--- config.mk ---
export PLATFORM = sky130hd
export DESIGN_NAME = set_member_scan_flat
export DESIGN_NICKNAME = d
export VERILOG_FILES = /design/src/rtl/set_member_scan_if.sv /design/src/rtl/set_member_scan.sv /design/src/flat_wrapper.sv
export SDC_FILE = /design/constraint.sdc
export NUM_CORES = 1
export LEC_CHECK = 0
export CAP_MARGIN = 20
export CORE_MARGIN = 10
export CORE_UTILIZATION = 34
export DETAILED_ROUTE_END_ITERATION = 10
export SYNTH_ARGS = -nofsm -noshare
export SYNTH_HDL_FRONTEND = slang
export SYNTH_SLANG_ARGS = --single-unit
--- constraint.sdc ---
create_clock -name clk -period 3 [get_ports clk]
set_input_delay 0.3 -clock clk [delete_from_list [all_inputs] [get_ports clk]]
set_output_delay 0.3 -clock clk [all_outputs]
set_load 0.01 [all_outputs]
--- src/rtl/set_member_scan_if.sv ---
// Handshake and configuration bundle for set_member_scan: config writes,
// query (q_*) and result (r_*) channels.
interface set_member_scan_if #(
    parameter int WIDTH = 4,
    parameter int DEPTH = 8
);
    localparam int IW = $clog2(DEPTH);

    logic             cfg_we;
    logic [IW-1:0]    cfg_idx;
    logic [WIDTH-1:0] cfg_val;
    logic             cfg_clr;
    logic             q_valid;
    logic             q_ready;
    logic [WIDTH-1:0] q_data;
    logic             r_valid;
    logic             r_ready;
    logic             r_hit;
    logic [IW-1:0]    r_idx;

    modport master (
        output cfg_we, cfg_idx, cfg_val, cfg_clr, q_valid, q_data, r_ready,
        input  q_ready, r_valid, r_hit, r_idx
    );

    modport slave (
        input  cfg_we, cfg_idx, cfg_val, cfg_clr, q_valid, q_data, r_ready,
        output q_ready, r_valid, r_hit, r_idx
    );
endinterface

--- src/rtl/set_member_scan.sv ---
// Sequential set-membership engine: one comparator walks a programmable
// DEPTH-entry set, one entry per cycle, and reports the lowest matching index.
module set_member_scan #(
    parameter int WIDTH = 4,
    parameter int DEPTH = 8
) (
    input logic            clk,
    input logic            rst_n,
    set_member_scan_if.slave bus
);
    localparam int IW = $clog2(DEPTH);

    typedef enum logic [1:0] {IDLE, SCAN, RESP} state_t;

    state_t           state;
    state_t           state_nxt;
    logic [WIDTH-1:0] vals [DEPTH];
    logic [DEPTH-1:0] valid;
    logic [WIDTH-1:0] query;
    logic [IW-1:0]    ptr;
    logic             accept;
    logic             match;
    logic             last;

    assign accept = bus.q_valid && (state == IDLE);
    // Comparison uses registered set contents, so same-cycle config writes are not seen.
    assign match  = valid[ptr] && (vals[ptr] == query);
    assign last   = (ptr == IW'(DEPTH - 1));

    always_ff @(posedge clk or negedge rst_n) begin
        if (!rst_n) begin
            state <= IDLE;
        end else begin
            state <= state_nxt;
        end
    end

    always_comb begin
        state_nxt = state;
        case (state)
            IDLE:    if (bus.q_valid) state_nxt = SCAN;
            SCAN:    if (match || last) state_nxt = RESP;
            RESP:    if (bus.r_ready) state_nxt = IDLE;
            default: state_nxt = IDLE;
        endcase
    end

    always_comb begin
        bus.q_ready = (state == IDLE);
        bus.r_valid = (state == RESP);
    end

    always_ff @(posedge clk or negedge rst_n) begin
        if (!rst_n) begin
            ptr       <= '0;
            bus.r_hit <= 1'b0;
            bus.r_idx <= '0;
        end else if (accept) begin
            ptr <= '0;
        end else if (state == SCAN) begin
            if (match) begin
                bus.r_hit <= 1'b1;
                bus.r_idx <= ptr;
            end else if (last) begin
                bus.r_hit <= 1'b0;
                bus.r_idx <= '0;
            end else begin
                ptr <= ptr + 1'b1;
            end
        end
    end

    always_ff @(posedge clk) begin
        if (accept) begin
            query <= bus.q_data;
        end
    end

    // Stored values are never reset; only the valid bits gate matching.
    always_ff @(posedge clk) begin
        if (bus.cfg_we) begin
            vals[bus.cfg_idx] <= bus.cfg_val;
        end
    end

    always_ff @(posedge clk or negedge rst_n) begin
        if (!rst_n) begin
            valid <= '0;
        end else if (bus.cfg_clr) begin
            valid <= '0;
        end else if (bus.cfg_we) begin
            valid[bus.cfg_idx] <= 1'b1;
        end
    end
endmodule

--- src/flat_wrapper.sv ---
// flat-port wrapper written by rule: the top's interface ports become plain ports
module set_member_scan_flat 
#(
    parameter int WIDTH = 4,
    parameter int DEPTH = 8
)
  (clk, rst_n, bus_cfg_we, bus_cfg_idx, bus_cfg_val, bus_cfg_clr, bus_q_valid, bus_q_data, bus_r_ready, bus_q_ready, bus_r_valid, bus_r_hit, bus_r_idx);
  set_member_scan_if #(.WIDTH(WIDTH), .DEPTH(DEPTH)) bus_i ();
  input logic clk;
  input logic rst_n;
  input wire logic [$bits(bus_i.cfg_we)-1:0] bus_cfg_we;
  input wire logic [$bits(bus_i.cfg_idx)-1:0] bus_cfg_idx;
  input wire logic [$bits(bus_i.cfg_val)-1:0] bus_cfg_val;
  input wire logic [$bits(bus_i.cfg_clr)-1:0] bus_cfg_clr;
  input wire logic [$bits(bus_i.q_valid)-1:0] bus_q_valid;
  input wire logic [$bits(bus_i.q_data)-1:0] bus_q_data;
  input wire logic [$bits(bus_i.r_ready)-1:0] bus_r_ready;
  output wire logic [$bits(bus_i.q_ready)-1:0] bus_q_ready;
  output wire logic [$bits(bus_i.r_valid)-1:0] bus_r_valid;
  output wire logic [$bits(bus_i.r_hit)-1:0] bus_r_hit;
  output wire logic [$bits(bus_i.r_idx)-1:0] bus_r_idx;
  assign bus_i.cfg_we = bus_cfg_we;
  assign bus_i.cfg_idx = bus_cfg_idx;
  assign bus_i.cfg_val = bus_cfg_val;
  assign bus_i.cfg_clr = bus_cfg_clr;
  assign bus_i.q_valid = bus_q_valid;
  assign bus_i.q_data = bus_q_data;
  assign bus_i.r_ready = bus_r_ready;
  assign bus_q_ready = bus_i.q_ready;
  assign bus_r_valid = bus_i.r_valid;
  assign bus_r_hit = bus_i.r_hit;
  assign bus_r_idx = bus_i.r_idx;
  set_member_scan #(.WIDTH(WIDTH), .DEPTH(DEPTH)) u_core (.clk(clk), .rst_n(rst_n), .bus(bus_i));
endmodule
Word level (Yosys, flattened, before mapping)
Memory sizes are Yosys's and may differ from the RTL's.
Cells that the tools add are included.
{ "op_classes": {"n_eq_ne": 9, "n_addsub": 1, "muxes": 20, "n_lt_le_gt_ge": 3, "n_bitwise": 2, "n_reduce_logical": 11} }
{ "op_table": {"columns": ["operator", "n"], "rows": [
  ["two-way mux 3 bit", 6],
  ["two-way mux 8 bit", 2],
  ["AND reduction 3 bit", 3],
  ["< comparator 3 x 4 -> 1 bit (second input constant)", 2],
  ["bitwise OR 8 bit", 1],
  ["two-way mux 1 bit", 6],
  ["two-way mux 2 bit", 3],
  ["inequality test 2 x 1 -> 1 bit (second input constant)", 3],
  ["case mux 2 bit (3 select lines)", 1],
  ["nonzero test 2 bit", 3],
  ["== test 4 bit", 1],
  ["inequality test 2 bit (second input constant)", 2],
  ["adder 3 x 1 -> 3 bit (second input constant)", 1],
  ["binary-select mux 1 bit (select 3 bit)", 1],
  ["demux 1 bit (select 3 bit)", 1],
  ["== test 3 bit (second input constant)", 1],
  ["greater-or-equal comparator 3 x 1 -> 1 bit (second input constant)", 1],
  ["logical AND 1 bit", 3],
  ["== test 2 x 1 -> 1 bit (second input constant)", 1],
  ["== test 2 bit (second input constant)", 1],
  ["logical NOT 2 bit", 1],
  ["logical OR 1 bit", 1],
  ["NOT 1 bit", 1]
]} }
{ "totals": {"ramBits": 32, "mem_count": 1, "wordCells": 53, "output_inout_bits": 6, "reg_bits": 21, "input_bits": 17} }
{ "memory_table": {"columns": ["name", "depth", "width", "rd", "rd_clocked_by_memory_dff", "write_ports", "line", "rtl"], "rows": [
  ["u_core.vals", 8, 4, 1, 0, 1, "set_member_scan.sv:17", "logic [WIDTH-1:0] vals [DEPTH];"]
]} }

Depth between registers and ports, before layout
{ "depth": {"ltp_word": 7, "mapped_depth": 7, "mapped_depth_nobuf": 6} }

Worst setup path before layout
No wires, ideal clock.
{ "synth_timing": {"kind": "register to register", "from": "reg u_core.ptr[1]", "to": "reg u_core.bus.r_idx[0]", "t_required_ns": 2.874, "setup_time_ns": 0.126, "path_stages_with_launch": 8, "n_path_buf": 1, "synth_period_minus_slack_ns": 2.191, "slack_ns": 0.809, "t_arrival_ns": 2.065, "path_cell_list": "dfrtp_1 buf_6 mux4_2 mux2i_1 xor2_1 nand2_2 or2_4 a311o_1"} }
{ "synth_between": {"elab_chain_len": 5, "word_cells_on_any_way": 9, "classes_between": "2 x eq/ne; 3 x mux; 3 x reduce/logical; 1 x memory"} }
{ "synth_rtl": {"columns": ["element", "line", "rtl"], "rows": [
  ["start, declared", "set_member_scan.sv:20", "logic [IW-1:0] ptr;"],
  ["start signal, assigned", "set_member_scan.sv:68", "ptr <= ptr + 1'b1;"],
  ["memory read (8 x 4 bit) or binary-select mux 1 bit (select 3 bit) (tied branches)", null, null],
  ["== test 4 bit or two-way mux 1 bit (tied branches)", "set_member_scan.sv:27", "assign match = valid[ptr] && (vals[ptr] == query);"],
  ["logical AND 1 bit", "set_member_scan.sv:27", null],
  ["nonzero test 2 bit (no source line)", null, null],
  ["AND reduction 3 bit (no source line)", null, null],
  ["end signal, assigned", "set_member_scan.sv:63", "bus.r_idx <= ptr;"],
  ["end, declared", "set_member_scan_if.sv:28", "output q_ready, r_valid, r_hit, r_idx"]
]} }
Several ways; a longest one is shown, not always the timed one. The select of a mux whose other input is x is not followed.
A chain may end at the register's enable or synchronous reset.

Worst setup path in the final report
{ "layout_timing": {"from": "reg u_core.ptr[2]", "to": "reg u_core.bus.r_idx[1]"} }
Same word-level chain as after synthesis.

==> out/metrics.csv <==
metric;value;unit
cts_hold_buf;0;
cts_tree;built;
synth_flop_cell;edfxtp_1;
fin_crit;2.454;ns
gp_congestion;0.7673;
clk_latency;0.31;ns
rr_endpoint;u_core.bus.r_idx[1]$_DFFE_PN0P_;
coreArea;6386;µm²
start_util;35.38;%
clk_pin_slew_worst_paths;0.10;ns
dp_slack;0.5671;ns
fin_skew;0.01017;ns
root_buffer;clkbuf_8;
post_cts.repair.setup_buffers;0;
routedWlPerCell;16.88;µm
grt_setup_unrepaired;no;
die_y;101.5;µm
drive_above_1_share;10.00;%
yosys-mux-area-fraction;13.90;%
synth_edf_count;36;
crit_fanout;14;
grt_max_degree;20;
worst_pin_slew;0.8197;ns
drt_iter0_drc;44;
hold_viol_final;0;
timing.fmax;407.5;MHz
pin_count;23;
arrival;2.64;ns
hold_class;input port to asynchronous set/reset pin;
setup_viol;0;
timing.rr.start;u_core.ptr[2]$_DFFE_PN0P_;
std_cell_rows;29;
multi_input_comb_area;709.4;µm²
nets;198;
numCtsBuffers;5;
final-max-slew-violation-count;0;
cts_buffer_depth;2;
die_area;10310;µm²
avgSynthCellArea;14.96;µm²
portBuffers;22;
cts-resized-gates;0;
synthXorXnorAreaFrac;1.163;%
path_class;register to register;
synth_cell_type_count;29;
synth_top_family_by_area;multiplexers;
power_per_cell_area;761.1;nW/µm²
status;finished, final reports clean;
total_power;2033;µW
routed_via_density;4.946;
ant_nets;0;
r2r_cells;6;
period_share;81.80;%
setup_tns;0;ns
ir_worst_vdd;382.5;µV
grt_util_all_layers;8.628;%
yosys_warnings;0;
antenna_found_initial;0;
final_common_cell;edfxtp_1;
die_w;101.5;µm
seq_area;1506;µm²
fin_ws;0.5459;ns
wl;4338;µm
synthSimpleGateAreaFrac;11.13;%
vias;1271;
final_cell_mix;36 x edfxtp_1, 24 x nor2_1, 22 x clkdlybuf4s50_1, 17 x dfrtp_1;
hold-worst-slack;0.4404;ns
htreeDepth;2;
async_flop_share;32.08;%
synthCells;151;
drcViolationCount;0;
grt_pass1_vias;1293;
start_kind;register;
clock_sinks;53;
post_dp_cell_area;2574;µm²
cp-end-kind;register;
leakage;0.001003;µW
cp.required;3.18;ns
synth_seq_cells;53;
rrSetupSlack;0.55;ns
synth-adder-area-share;1.107;%
yosysSeqAreaShare;66.67;%
fin_area;2671;µm²
slew_headroom;44.93;%
fillCellCount;582;
firstDrtPassIters;4;
cap_viol_max_count;0;
diodes;0;
hpwl;3265;µm
area_growth;18.22;%
synth_compound_area_share;4.097;%
syn_nets;170;
overflow;0;
grt_pass1_wl;6782;µm
synthesis.area;2260;µm²
==> worst max path at each step <==
stage | from | to | depth (start not counted) | slack, ns
finish | u_core.ptr[2]$_DFFE_PN0P_ | u_core.bus.r_idx[1]$_DFFE_PN0P_ | 6 | 0.55
global route | u_core.ptr[2]$_DFFE_PN0P_ | u_core.bus.r_idx[1]$_DFFE_PN0P_ | 6 | 0.44
CTS | u_core.ptr[2]$_DFFE_PN0P_ | u_core.bus.r_idx[1]$_DFFE_PN0P_ | 6 | 0.55
detailed placement | u_core.ptr[2]$_DFFE_PN0P_ | u_core.bus.r_idx[1]$_DFFE_PN0P_ | 6 | 0.57
global placement | u_core.ptr[2]$_DFFE_PN0P_ | u_core.bus.r_idx[0]$_DFFE_PN0P_ | 6 | 0.63
floorplan | u_core.ptr[1]$_DFFE_PN0P_ | u_core.bus.r_idx[0]$_DFFE_PN0P_ | 7 | 0.81
==> cell usage after synthesis, types with 2 or more instances <==
master    number  share of area [%]
nor2_1        24                4.0
buf_2          2               0.44
nor3_1         5                1.1
xor2_1         3                1.2
nor2b_1        3               0.83
a311o_1        3                1.3
nand2b_1       4                1.1
mux4_2         2                2.0
and2_1         3               0.83
dfrtp_1       17                 19
ha_1           2                1.1
inv_1          5               0.83
edfxtp_1      36                 48
mux2i_1       10                4.4
mux4_1         6                7.0
o211ai_2       2                1.1
nand2_1       10                1.7
o21ai_0        3               0.66
==> critical path, cell delays in order (launching register included) <==
cell and delay [ns]:
dfrtp_1 0.75, mux4_1 0.39, mux2i_1 0.18, xor2_1 0.19
o211ai_2 0.18, or2_4 0.30, a311o_1 0.36
==> state kept, by name, indices dropped and copies added, names as in the netlist <==
name and count:
u_core.vals 32, u_core.valid 8, u_core.query 4, u_core.bus.r_idx 3
u_core.ptr 3, u_core.state 2, u_core.bus.r_hit 1
==> stage by stage <==
step	instances	util (%)
floorplan	151	-
global placement	249	40.30
global route	257	41.83
finish	257	41.83
CTS	257	41.83
detailed placement	249	40.30
==> power breakdown <==
| group | switching [µW] | total, µW | internal, µW | leakage, µW |
|---|---|---|---|---|
| clock network | 244 | 418 | 175 | 0.0000506 |
| logic | 318 | 657 | 339 | 0.000411 |
| registers | 92.5 | 957 | 865 | 0.000541 |
==> cells by family (layout without fill, tap and decap cells) <==
logic type               Yosys count  in the layout
AND/OR/NAND/NOR                   54             54
flip-flops                        53             53
multiplexers                      19             19
AO/OA/AOI/OAI                     11             11
buffers and inverters              9             38
XOR/XNOR                           3              3
adder cells (fa/ha/maj)            2              2
==> layout make-up <==
class / instances / area share, %
Clock inverter: 3 / 1.077
Clock buffer: 5 / 2.576
Tap cell: 77 / 3.607
Multi-Input combinational cell: 89 / 26.56
Timing Repair Buffer: 25 / 9.087
Sequential cell: 53 / 56.39
Inverter: 5 / 0.7026
==> routing by layer <==
metal / GRT usage (%) / routed length, µm / vias up
met5: 0 / 0 / -
met3: 3.131 / 212 / 6
met4: 2.572 / 32 / 0
met1: 11.07 / 2102 / 623
met2: 13.33 / 1991 / 26
li1: - / - / 616
Power figures use the tool's default switching activity.
